===== src/rtl/shift_seq8_if.sv =====
// shift_seq8_if: command/result bundle between the command source and the shift sequencer.
interface shift_seq8_if #(
   parameter int AMT_W = 3
) ();
   logic             start;
   logic [1:0]       op;
   logic [7:0]       d_in;
   logic [AMT_W-1:0] amount;
   logic [7:0]       d_out;
   logic             busy;
   logic             done;

   modport master (output start, op, d_in, amount, input d_out, busy, done);
   modport slave  (input start, op, d_in, amount, output d_out, busy, done);
endinterface


===== src/rtl/shift_seq8.sv =====
// shift_seq8: multi-cycle sequencer applying up to 3 bit positions of shift per clock
// until the full command amount is applied, then pulses done with the result.
module shift_seq8 #(
   parameter int AMT_W = 3
) (
   input logic         clk,
   input logic         reset_n,
   shift_seq8_if.slave bus
);
   localparam int STEP_MAX = 3;

   typedef enum logic [1:0] {IDLE, SHIFT, DONE} state_t;

   state_t           state, state_nx;
   logic [7:0]       data_r, data_nx, dout_r, dout_nx, shifted;
   logic [AMT_W-1:0] rem_r, rem_nx, rem_left;
   logic [1:0]       op_r, op_nx, step;

   function automatic logic [7:0] shift8(input logic [7:0] d, input logic [1:0] o, input logic [1:0] s);
      return o == 2'b00 ? d << s :
             o == 2'b01 ? d >> s :
             o == 2'b10 ? 8'($signed(d) >>> s) :
                          (d >> s) | (d << (4'd8 - 4'(s)));
   endfunction

   always_ff @(posedge clk or negedge reset_n) begin
      if (!reset_n) begin
         state  <= IDLE;
         data_r <= '0;
         rem_r  <= '0;
         op_r   <= '0;
         dout_r <= '0;
      end else begin
         state  <= state_nx;
         data_r <= data_nx;
         rem_r  <= rem_nx;
         op_r   <= op_nx;
         dout_r <= dout_nx;
      end
   end

   always_comb begin
      state_nx = state;
      data_nx  = data_r;
      rem_nx   = rem_r;
      op_nx    = op_r;
      dout_nx  = dout_r;
      step     = rem_r > AMT_W'(STEP_MAX) ? 2'(STEP_MAX) : rem_r[1:0];
      shifted  = shift8(data_r, op_r, step);
      rem_left = rem_r - AMT_W'(step);
      case (state)
         IDLE: if (bus.start) begin
            data_nx  = bus.d_in;
            rem_nx   = bus.amount;
            op_nx    = bus.op;
            state_nx = bus.amount == '0 ? DONE : SHIFT;
            dout_nx  = bus.amount == '0 ? bus.d_in : dout_r;
         end
         SHIFT: begin
            data_nx  = shifted;
            rem_nx   = rem_left;
            state_nx = rem_left == '0 ? DONE : SHIFT;
            dout_nx  = rem_left == '0 ? shifted : dout_r;
         end
         default: state_nx = IDLE;
      endcase
   end

   assign bus.d_out = dout_r;
   assign bus.busy  = state != IDLE;
   assign bus.done  = state == DONE;
endmodule


===== src/flat_wrapper.sv =====
// flat-port wrapper written by rule: the top's interface ports become plain ports
module shift_seq8_flat 
#(
   parameter int AMT_W = 3
)
  (clk, reset_n, bus_start, bus_op, bus_d_in, bus_amount, bus_d_out, bus_busy, bus_done);
  shift_seq8_if #(.AMT_W(AMT_W)) bus_i ();
  input logic clk;
  input logic reset_n;
  input wire logic [$bits(bus_i.start)-1:0] bus_start;
  input wire logic [$bits(bus_i.op)-1:0] bus_op;
  input wire logic [$bits(bus_i.d_in)-1:0] bus_d_in;
  input wire logic [$bits(bus_i.amount)-1:0] bus_amount;
  output wire logic [$bits(bus_i.d_out)-1:0] bus_d_out;
  output wire logic [$bits(bus_i.busy)-1:0] bus_busy;
  output wire logic [$bits(bus_i.done)-1:0] bus_done;
  assign bus_i.start = bus_start;
  assign bus_i.op = bus_op;
  assign bus_i.d_in = bus_d_in;
  assign bus_i.amount = bus_amount;
  assign bus_d_out = bus_i.d_out;
  assign bus_busy = bus_i.busy;
  assign bus_done = bus_i.done;
  shift_seq8 #(.AMT_W(AMT_W)) u_core (.clk(clk), .reset_n(reset_n), .bus(bus_i));
endmodule

===== config.mk =====
export PLATFORM = sky130hd
export DESIGN_NAME = shift_seq8_flat
export DESIGN_NICKNAME = d
export VERILOG_FILES = /design/src/rtl/shift_seq8_if.sv /design/src/rtl/shift_seq8.sv /design/src/flat_wrapper.sv
export SDC_FILE = /design/constraint.sdc
export NUM_CORES = 1
export LEC_CHECK = 0
export BUFFER_PORTS_ARGS = -buffer_cell sky130_fd_sc_hd__clkbuf_2
export CORE_MARGIN = 2
export CORE_UTILIZATION = 45
export CTS_CLUSTER_DIAMETER = 150
export DETAILED_ROUTE_END_ITERATION = 8
export PLACE_DENSITY = 0.77
export SLEW_MARGIN = 20
export SYNTH_ARGS = -nofsm -noshare
export SYNTH_HDL_FRONTEND = slang
export SYNTH_SLANG_ARGS = --single-unit

===== constraint.sdc =====
create_clock -name clk -period 2.1 [get_ports clk]
set_input_delay 0.21 -clock clk [delete_from_list [all_inputs] [get_ports clk]]
set_output_delay 0.21 -clock clk [all_outputs]
set_load 0.03 [all_outputs]

# [After elaboration in Yosys (flattened, before gate mapping)]
# Index checks and enable logic that the tools add are counted.
[totals] regBits=23 inputBits=16 wordCells=45
[classes] n_addsub=2 n_lt_le_gt_ge=1 eq_ne=7 shift=4 muxes=16 bitwise=1 reduce_logical=9
[op_table] operator="two-way mux 8 bit" count=7
[op_table] operator="one-hot mux 8 bit (2 select lines)" count=2
[op_table] operator="two-way mux 2 bit" count=4
[op_table] operator="OR 8 bit" count=1
[op_table] operator="<< shifter 8 x 2 -> 8 bit" count=1
[op_table] operator="<< shifter 8 x 4 -> 8 bit" count=1
[op_table] operator="right shift 8 x 2 -> 8 bit" count=1
[op_table] operator=">>> shifter 8 x 2 -> 8 bit" count=1
[op_table] operator="zero test 3 bit" count=2
[op_table] operator="one-hot mux 3 bit (2 select lines)" count=1
[op_table] operator="== test 2 x 1 -> 1 bit, second input constant" count=2
[op_table] operator="== test 2 bit, second input constant" count=2
[op_table] operator="zero test 2 bit" count=2
[op_table] operator="inequality test 2 x 1 -> 1 bit, second input constant" count=2
[op_table] operator="one-hot mux 2 bit (2 select lines)" count=1
[op_table] operator="AND reduction 2 bit" count=2
[op_table] operator="AND reduction 4 bit" count=1
[op_table] operator="nonzero test 2 bit" count=2
[op_table] operator="subtractor 4 x 2 -> 4 bit, first input constant" count=1
[op_table] operator="> comparator 3 x 2 -> 1 bit, second input constant" count=1
[op_table] operator="two-way mux 3 bit" count=1
[op_table] operator="subtractor 3 x 2 -> 3 bit" count=1
[op_table] operator="inequality test 2 bit, second input constant" count=1

# [Logic depth before layout (Yosys ltp)]
# Gate-level depths: netlist of the first run.
[logic_depth] depth_word=10 depth_mapped=9 ltp_nobuf=9

# [Least setup slack after synthesis of the first run]
# Ideal clock, no wire load.
[synth_timing] kind="register -> register" start="register u_core.rem_r[1]" end="register u_core.dout_r[6] (netlist: u_core.bus.d_out[6])" setup_time_ns=0.136 arrival_time_ns=1.937 slack_ns=0.027 path_stages_with_launch=9 synth_period_minus_slack_ns=2.073 cell_sequence="dfrtp_1 -> or2_2 -> buf_6 -> clkinv_1 -> ha_1 -> a211oi_2 -> o41ai_1 -> a2111oi_2 -> o31ai_1"
[synth_via] elab_chain_cells=10 word_cells_on_any_way=17 classes_between="2 x add/sub; 1 x order compare; 1 x eq/ne; 4 x shift; 6 x mux; 1 x bitwise; 2 x reduce/logical"
[synth_rtl] element="start, declared" line="shift_seq8.sv:16" text="logic [AMT_W-1:0] rem_r, rem_nx, rem_left;"
[synth_rtl] element="start signal, assigned" line="shift_seq8.sv:36" text="rem_r <= rem_nx;"
[synth_rtl] element="> comparator 3 x 2 -> 1 bit" line="shift_seq8.sv:48" text="step = rem_r > AMT_W'(STEP_MAX) ? 2'(STEP_MAX) : rem_r[1:0];"
[synth_rtl] element="two-way mux 2 bit" line="shift_seq8.sv:48"
[synth_rtl] element="subtractor 4 x 2 -> 4 bit" line="shift_seq8.sv:23" text="(d >> s) | (d << (4'd8 - 4'(s)));"
[synth_rtl] element="<< shifter 8 x 4 -> 8 bit" line="shift_seq8.sv:23"
[synth_rtl] element="OR 8 bit" line="shift_seq8.sv:23"
[synth_rtl] element="two-way mux 8 bit" line="shift_seq8.sv:22" text="o == 2'b10 ? 8'($signed(d) >>> s) :"
[synth_rtl] element="two-way mux 8 bit" line="shift_seq8.sv:21" text="o == 2'b01 ? d >> s :"
[synth_rtl] element="two-way mux 8 bit" line="shift_seq8.sv:20" text="return o == 2'b00 ? d << s :"
[synth_rtl] element="two-way mux 8 bit" line="shift_seq8.sv:63" text="dout_nx = rem_left == '0 ? shifted : dout_r;"
[synth_rtl] element="one-hot mux 8 bit (2 select lines)" line="shift_seq8.sv:51" text="case (state)"
[synth_rtl] element="end signal, assigned" line="shift_seq8.sv:38" text="dout_r <= dout_nx;"
[synth_rtl] element="end, declared" line="shift_seq8.sv:15" text="logic [7:0] data_r, data_nx, dout_r, dout_nx, shifted;"
# Parallel ways exist; a longest one is shown, timed or not. The select of a mux whose other input is x is not followed.
# A chain may end at the register's enable or synchronous reset.

# [Worst setup path after layout of the first run]
[layout_timing] start="register u_core.rem_r[1]" end="register u_core.data_r[6]"
[layout_via] elab_chain_cells=9 word_cells_on_any_way=12 classes_between="1 x add/sub; 1 x order compare; 4 x shift; 5 x mux; 1 x bitwise"
[layout_rtl] element="> comparator 3 x 2 -> 1 bit" line="shift_seq8.sv:48"
[layout_rtl] element="two-way mux 2 bit (*)" line="shift_seq8.sv:48"
[layout_rtl] element="subtractor 4 x 2 -> 4 bit" line="shift_seq8.sv:23"
[layout_rtl] element="<< shifter 8 x 4 -> 8 bit" line="shift_seq8.sv:23"
[layout_rtl] element="OR 8 bit" line="shift_seq8.sv:23"
[layout_rtl] element="two-way mux 8 bit" line="shift_seq8.sv:22"
[layout_rtl] element="two-way mux 8 bit" line="shift_seq8.sv:21"
[layout_rtl] element="two-way mux 8 bit (*)" line="shift_seq8.sv:20"
[layout_rtl] element="one-hot mux 8 bit (2 select lines) (*)" line="shift_seq8.sv:51"
[layout_rtl] element="end signal, assigned" line="shift_seq8.sv:35" text="data_r <= data_nx;"
[layout_rtl] element="end, declared" line="shift_seq8.sv:15"
# Mark *: on every way between the ends. The rest lies on a longest branch, timed or not.

==> qor.csv, run 1 <==
metric,value,unit
instances_no_fill,271,
synth_area,1570,um2
grt.total_usage,21.4,%
layout_commonest_cell,nand2_1,
cts_buffers,3,
die_h,63.1,um
cts.reportedPaths.clkPinSlew,0.12,ns
io_buffers,25,
max_stage_delay,0.39,ns
core,3340,um2
first_iter_violations,85,
cts_buffer_depth,2,
status,completed,
cts-root-buf,clkbuf_4,
maxCapViolCount,0,
skew,0.00987,ns
cts_max_level,1,
die_area,3980,um2
ioPinCount,26,
syn_nets,210,
ys_ff_latch,23,
mostFrequentLayoutCells,"nand2_1 (35), clkbuf_2 (25), dfrtp_1 (23)",
crit_required,2.32,ns
arrival,2.21,ns
synth_edf_count,0,
slew_headroom,62.2,%
via_count,1599,
cts_tree,yes,
dp_hpwl,3010,um
drv_slew,0,
grt_pass1_wl,6800,um
setup_viol,0,
rows,21,
avgSynthCellArea,8.17,um2
crit_chain,"or2_2, clkinv_1, ha_4, a21boi_1, o41ai_2, a2111oi_2, o31ai_1",
min-delay-path-class,in -> reg,
gp_congestion,0.962,
synthToLayoutAreaGrowth,18.9,%
critPathSlowestCell,dfrtp_1,
drive_gt1_share,24.0,%
post-route-period-util,95.0,%
finalWirelength,4040,um
nFillCells,319,
yosysWarnings,0,
path_buf_inv,1,
antenna_left,0,
antenna_found_initial,0,
start_util,47.0,%
clkPwrFrac,5.7,%
end_kind,flip-flop,
fin_setup_tns,0,ns
worstSetupPathType,reg -> reg,
powerDensity,1960,nW/um2
die_w,63.1,um
grt-ovfl-total,0,
intPower,1.77,mW
swShare,51.6,%
total_leakage_power,0.825,nW
synthFlopType,dfrtp_1,
ys_types,41,
cp_top_family,compound AO/OA/AOI/OAI gates,
rsz0062_at_grt,false,
fmax,501,MHz
insertion_delay,0.32,ns
cts_sinks,23,
cp-start-kind,flip-flop,
vdd_drop_max,978,uV
p_seq_share,25.4,%
crit_fanout,4,
finalHoldViolCount,0,
n_antenna_cell,0,
drtPass1Iterations,4,
worstMarginPinSlew,0.567,ns
ys_seq_area_share,36.7,%
fin_nets,244,
vias_per_cell,5.90,
wire_per_inst,14.9,um
dp_cells,265,
synthCells,192,
layout_min_cycle_time,1.99,ns
route.detailed.drc,0,
power.switching,1.88,mW
fin_worst_hold_slack,0.0979,ns
async_reset_ff_share,100,%
grt_max_degree,24,
combPwrFrac,68.9,%
first_global_vias,1457,
[synthesized netlist by cell type, types with 2 or more instances]
| library cell | number | area [um2] |
|---|---|---|
| nor3_1 | 2 | 10.0 |
| a2111oi_2 | 2 | 30.0 |
| nand2b_1 | 3 | 18.8 |
| nor3b_1 | 4 | 30.0 |
| nor2b_1 | 4 | 25.0 |
| o21ai_0 | 13 | 65.1 |
| o22ai_1 | 4 | 25.0 |
| clkbuf_1 | 7 | 26.3 |
| nor2_1 | 18 | 67.6 |
| clkinv_1 | 2 | 7.51 |
| inv_1 | 5 | 18.8 |
| mux2i_1 | 5 | 50.1 |
| nand2_1 | 35 | 131 |
| o211ai_1 | 3 | 22.5 |
| dfrtp_1 | 23 | 576 |
| ha_1 | 2 | 25.0 |
| o31ai_1 | 12 | 90.1 |
| a21oi_1 | 13 | 65.1 |
| a31oi_1 | 9 | 56.3 |
| buf_6 | 2 | 22.5 |
| buf_2 | 2 | 10.0 |
| or2_2 | 3 | 18.8 |
[registers in the layout, indices dropped and copies added (netlist names)]
signal and flops:
u_core.data_r 8, u_core.state 2, u_core.bus.d_out 8, u_core.rem_r 3
u_core.op_r 2
[power by group through the flow]
stage / combinational [mW] / clock [mW] / sequential [mW]
after global routing: 2.77 / 0.230 / 0.961
after CTS: 2.37 / 0.211 / 0.919
final: 2.52 / 0.209 / 0.930
after global placement: 2.32 / 0 / 0.921
after detailed placement: 2.35 / 0 / 0.928
after floorplan: 1.62 / 0 / 1.00
[logic make-up (layout without fill, tap and decap cells)]
group	count (synthesis)	after routing	synth area share, %
compound gates	66	66	28.2
fa+ha+maj	2	2	1.59
buf+inv	18	51	5.42
flops	23	23	36.7
simple gates	77	77	23.2
mux	6	6	4.86
[final cells by class]
| type | count | area (um2) | area share, % |
|---|---|---|---|
| tap | 46 | 57.6 | 3.09 |
| clock buffer | 4 | 26.3 | 1.41 |
| multi-input combinational | 151 | 940 | 50.4 |
| timing repair buffer | 40 | 240 | 12.9 |
| sequential | 23 | 576 | 30.9 |
| inverter | 7 | 26.3 | 1.41 |
[worst paths after layout]
| kind | startpoint | to | slack [ns] | cells after the start |
|---|---|---|---|---|
| setup / recovery | u_core.rem_r[1] | u_core.data_r[6] | 0.11 | 7 |
| hold / removal | bus_op[1] | u_core.op_r[1] | 0.1 | 3 |
| setup reg to reg | u_core.rem_r[1] | u_core.data_r[6] | 0.11 | 7 |
| hold reg to reg | u_core.bus.d_out[6] | u_core.bus.d_out[6] | 0.49 | 2 |
| max in group asynchronous | reset_n | u_core.rem_r[2] | 1.33 | 2 |
| min in group asynchronous | reset_n | u_core.bus.d_out[4] | 0.39 | 2 |
[worst min-delay path, cell delays in order]
cell and delay (ns):
clkbuf_2 0.08, nand2_1 0.04, o21ai_0 0.06
[what timing repair did]
item | in CTS | in global routing
buffers inserted | 0 | 1
hold buffers | 1 | 0
setup endpoints to repair | 0 | 6
endpoints found under the hold margin | 23 | 0
gates resized for setup | 0 | 7
[metrics by stage]
stage	util (%)	total power, mW	worst slack, ns	cell area, um2
floorplan	-	2.62	0.0273	1570
global route	55.9	3.96	0.00776	1870
CTS	54.7	3.50	0.0402	1830
finish	55.9	3.66	0.105	1870
global placement	53.7	3.24	0.0622	1790
detailed placement	53.7	3.28	0.0765	1790
[routing by layer]
metal	part of all wire [%]	GRT usage (%)
met5	0	0
met4	2.3	9.17
met3	8.1	3.57
met2	45	32.8
met1	44	29.9
(Power assumes the default switching activity.)
==> inputs of run 2 (changes only) <==
- ABC_AREA: unset -> 1
- PLACE_DENSITY: 0.77 -> 0.76
==> run 2 against run 1 <==
Against the previous run:
- synthesized area up 3.1%
- via count up 5.4%
- die area up 2.9%
- first-iteration DRC count up 25%
- worst setup slack better by 0.23 ns
- non-clock buffer count down 11
- cell count up 17%
- highest routed layer unchanged
==> qor.csv, run 2 <==
metric,value,unit
first_global_vias,1636,
powerDensity,1900,nW/um2
dp_cells,311,
dp_hpwl,2930,um
synth_area_leaders,"dfrtp_1 (36%), nand2_1 (21%), nand3_1 (7.1%), inv_1 (4.9%), nor2_1 (4.2%)",
synth_edf_count,0,
fin_setup_tns,0,ns
worstMarginPinSlew,0.589,ns
rows,21,
synthToLayoutAreaGrowth,12.6,%
insertion_delay,0.31,ns
start_util,47.7,%
vdd_drop_max,949,uV
io_buffers,25,
combPwrFrac,68.4,%
route.detailed.drc,0,
first_iter_violations,106,
grt_max_degree,24,
synth_common_cells,"nand2_1 (91), dfrtp_1 (23), nand3_1 (23)",
cts_sinks,23,
ctsResizeCount,0,
worstSetupPathType,reg -> reg,
ys_ff_latch,23,
crit_fanout,6,
via_count,1686,
die_h,64.0,um
post-route-period-util,84.2,%
finalHoldViolCount,0,
end_kind,flip-flop,
drv_slew,0,
ys_seq_area_share,35.6,%
die_w,64.0,um
design_area,1820,um2
fin_nets,289,
instances_no_fill,316,
cts.reportedPaths.clkPinSlew,0.12,ns
gp_congestion,0.962,
mostFrequentLayoutCells,"nand2_1 (91), clkbuf_2 (25), nand3_1 (23), dfrtp_1 (23), inv_1 (21)",
intPower,1.53,mW
grt.total_usage,21.3,%
drtPass1Iterations,5,
fin_worst_hold_slack,0.137,ns
syn_nets,260,
layout_commonest_cell,nand2_1,
yosys.area.top_type,dfrtp_1,
slew_headroom,60.8,%
cts_buffer_depth,2,
dpl_cell_area,1790,um2
async_reset_ff_share,100,%
min-delay-path-class,in -> reg,
yosysWarnings,0,
drive_gt1_share,20.4,%
setup_viol,0,
synth.most_common_cell,nand2_1,
rsz0062_at_grt,false,
cts_max_level,1,
core,3390,um2
synth.top_cell.area_share,35.6,%
layout_min_cycle_time,1.77,ns
ioPinCount,26,
avgSynthCellArea,6.69,um2
swShare,55.8,%
fin_ws,0.332,ns
cts_buffers,3,
maxCapViolCount,0,
cts-root-buf,clkbuf_4,
power.switching,1.93,mW
total_leakage_power,0.976,nW
arrival,2.02,ns
final_util,53.7,%
ys_types,26,
synth_area,1620,um2
cts_tree,yes,
clkPwrFrac,5.8,%
synthCells,242,
antenna_left,0,
n_antenna_cell,0,
crit_required,2.36,ns
finalWirelength,3830,um
dpl_worst_slack,0.367,ns
grt_pass1_wl,7000,um
antenna_found_initial,0,
skew,0.00306,ns
synthFlopType,dfrtp_1,
cp-start-kind,flip-flop,
die_area,4090,um2
total_power,3.47,mW
vias_per_cell,5.34,
wire_per_inst,12.1,um
grt-ovfl-total,0,
status,completed,
p_seq_share,25.8,%
fmax,566,MHz
post_cts_buffers,0,
[run 2: cell count changes after synthesis, moves of 5 or more]
cell	before	now
a31oi_1	9	1
inv_1	5	21
or2_2	3	8
o21ai_0	13	7
nand3_1	1	23
clkbuf_1	7	0
mux2i_1	5	0
nand2_1	35	91
o31ai_1	12	2
o21ai_1	0	5
[run 2: worst max-delay path, cell delays in order (launching register included)]
cell     delay (ns)
dfrtp_1        0.49
nor2_1         0.26
ha_1           0.30
nor2_1         0.17
nand3_1        0.10
nand2_1        0.06
nand2_1        0.05
nand2_1        0.05
nand2_1        0.04
nand2_1        0.07
nand3_1        0.06
nand2_1        0.06
[run 2: layout make-up]
cell class	instances	area, um2
clock buffer	4	26.3
inverter	25	93.8
tap	46	57.6
fill	332	1570
sequential	23	576
timing repair buffer	29	158
multi-input combinational	189	911
[run 2: cell families (layout without fill, tap and decap cells)]
group | count (synthesis) | after routing | synth area share, %
buffers and inverters | 30 | 58 | 8.12
AND/OR/NAND/NOR | 153 | 153 | 42.3
XOR/XNOR | 1 | 1 | 0.541
adder cells (fa/ha/maj) | 2 | 2 | 1.55
AO/OA/AOI/OAI | 33 | 33 | 11.9
flip-flops | 23 | 23 | 35.6
[run 2: what timing repair did]
item | 4_1_cts | 5_1_grt
endpoints found under the hold margin | 23 | 0
hold buffers | 1 | 0
setup endpoints to repair | 0 | 0
[run 2: path summary, 6_finish.rpt]
path | from | to | slack [ns] | cells past startpoint
worst max-delay path | u_core.rem_r[2] | u_core.bus.d_out[7] | 0.33 | 11
min in group asynchronous | reset_n | u_core.data_r[3] | 0.42 | 2
worst min register to register | u_core.bus.d_out[3] | u_core.bus.d_out[3] | 0.50 | 2
worst max register to register | u_core.rem_r[2] | u_core.bus.d_out[7] | 0.33 | 11
worst min-delay path | bus_start | u_core.state[0] | 0.14 | 2
max in group asynchronous | reset_n | u_core.data_r[7] | 1.30 | 2
[run 2: routing by layer]
layer / global-route usage (%) / vias up / wire [um]
met2: 34.1 / 85 / 1750
met4: 8.70 / 0 / 72
li1: - / 835 / -
met3: 2.99 / 7 / 316
met5: 0 / - / 0
met1: 29.0 / 759 / 1690
[run 2: power groups by stage]
| stage | registers [mW] | clock network [mW] | logic (mW) |
|---|---|---|---|
| floorplan | 0.999 | 0 | 1.73 |
| global placement | 0.897 | 0 | 2.34 |
| detailed placement | 0.893 | 0 | 2.35 |
| CTS | 0.889 | 0.212 | 2.35 |
| global route | 0.926 | 0.237 | 2.71 |
| finish | 0.894 | 0.203 | 2.37 |
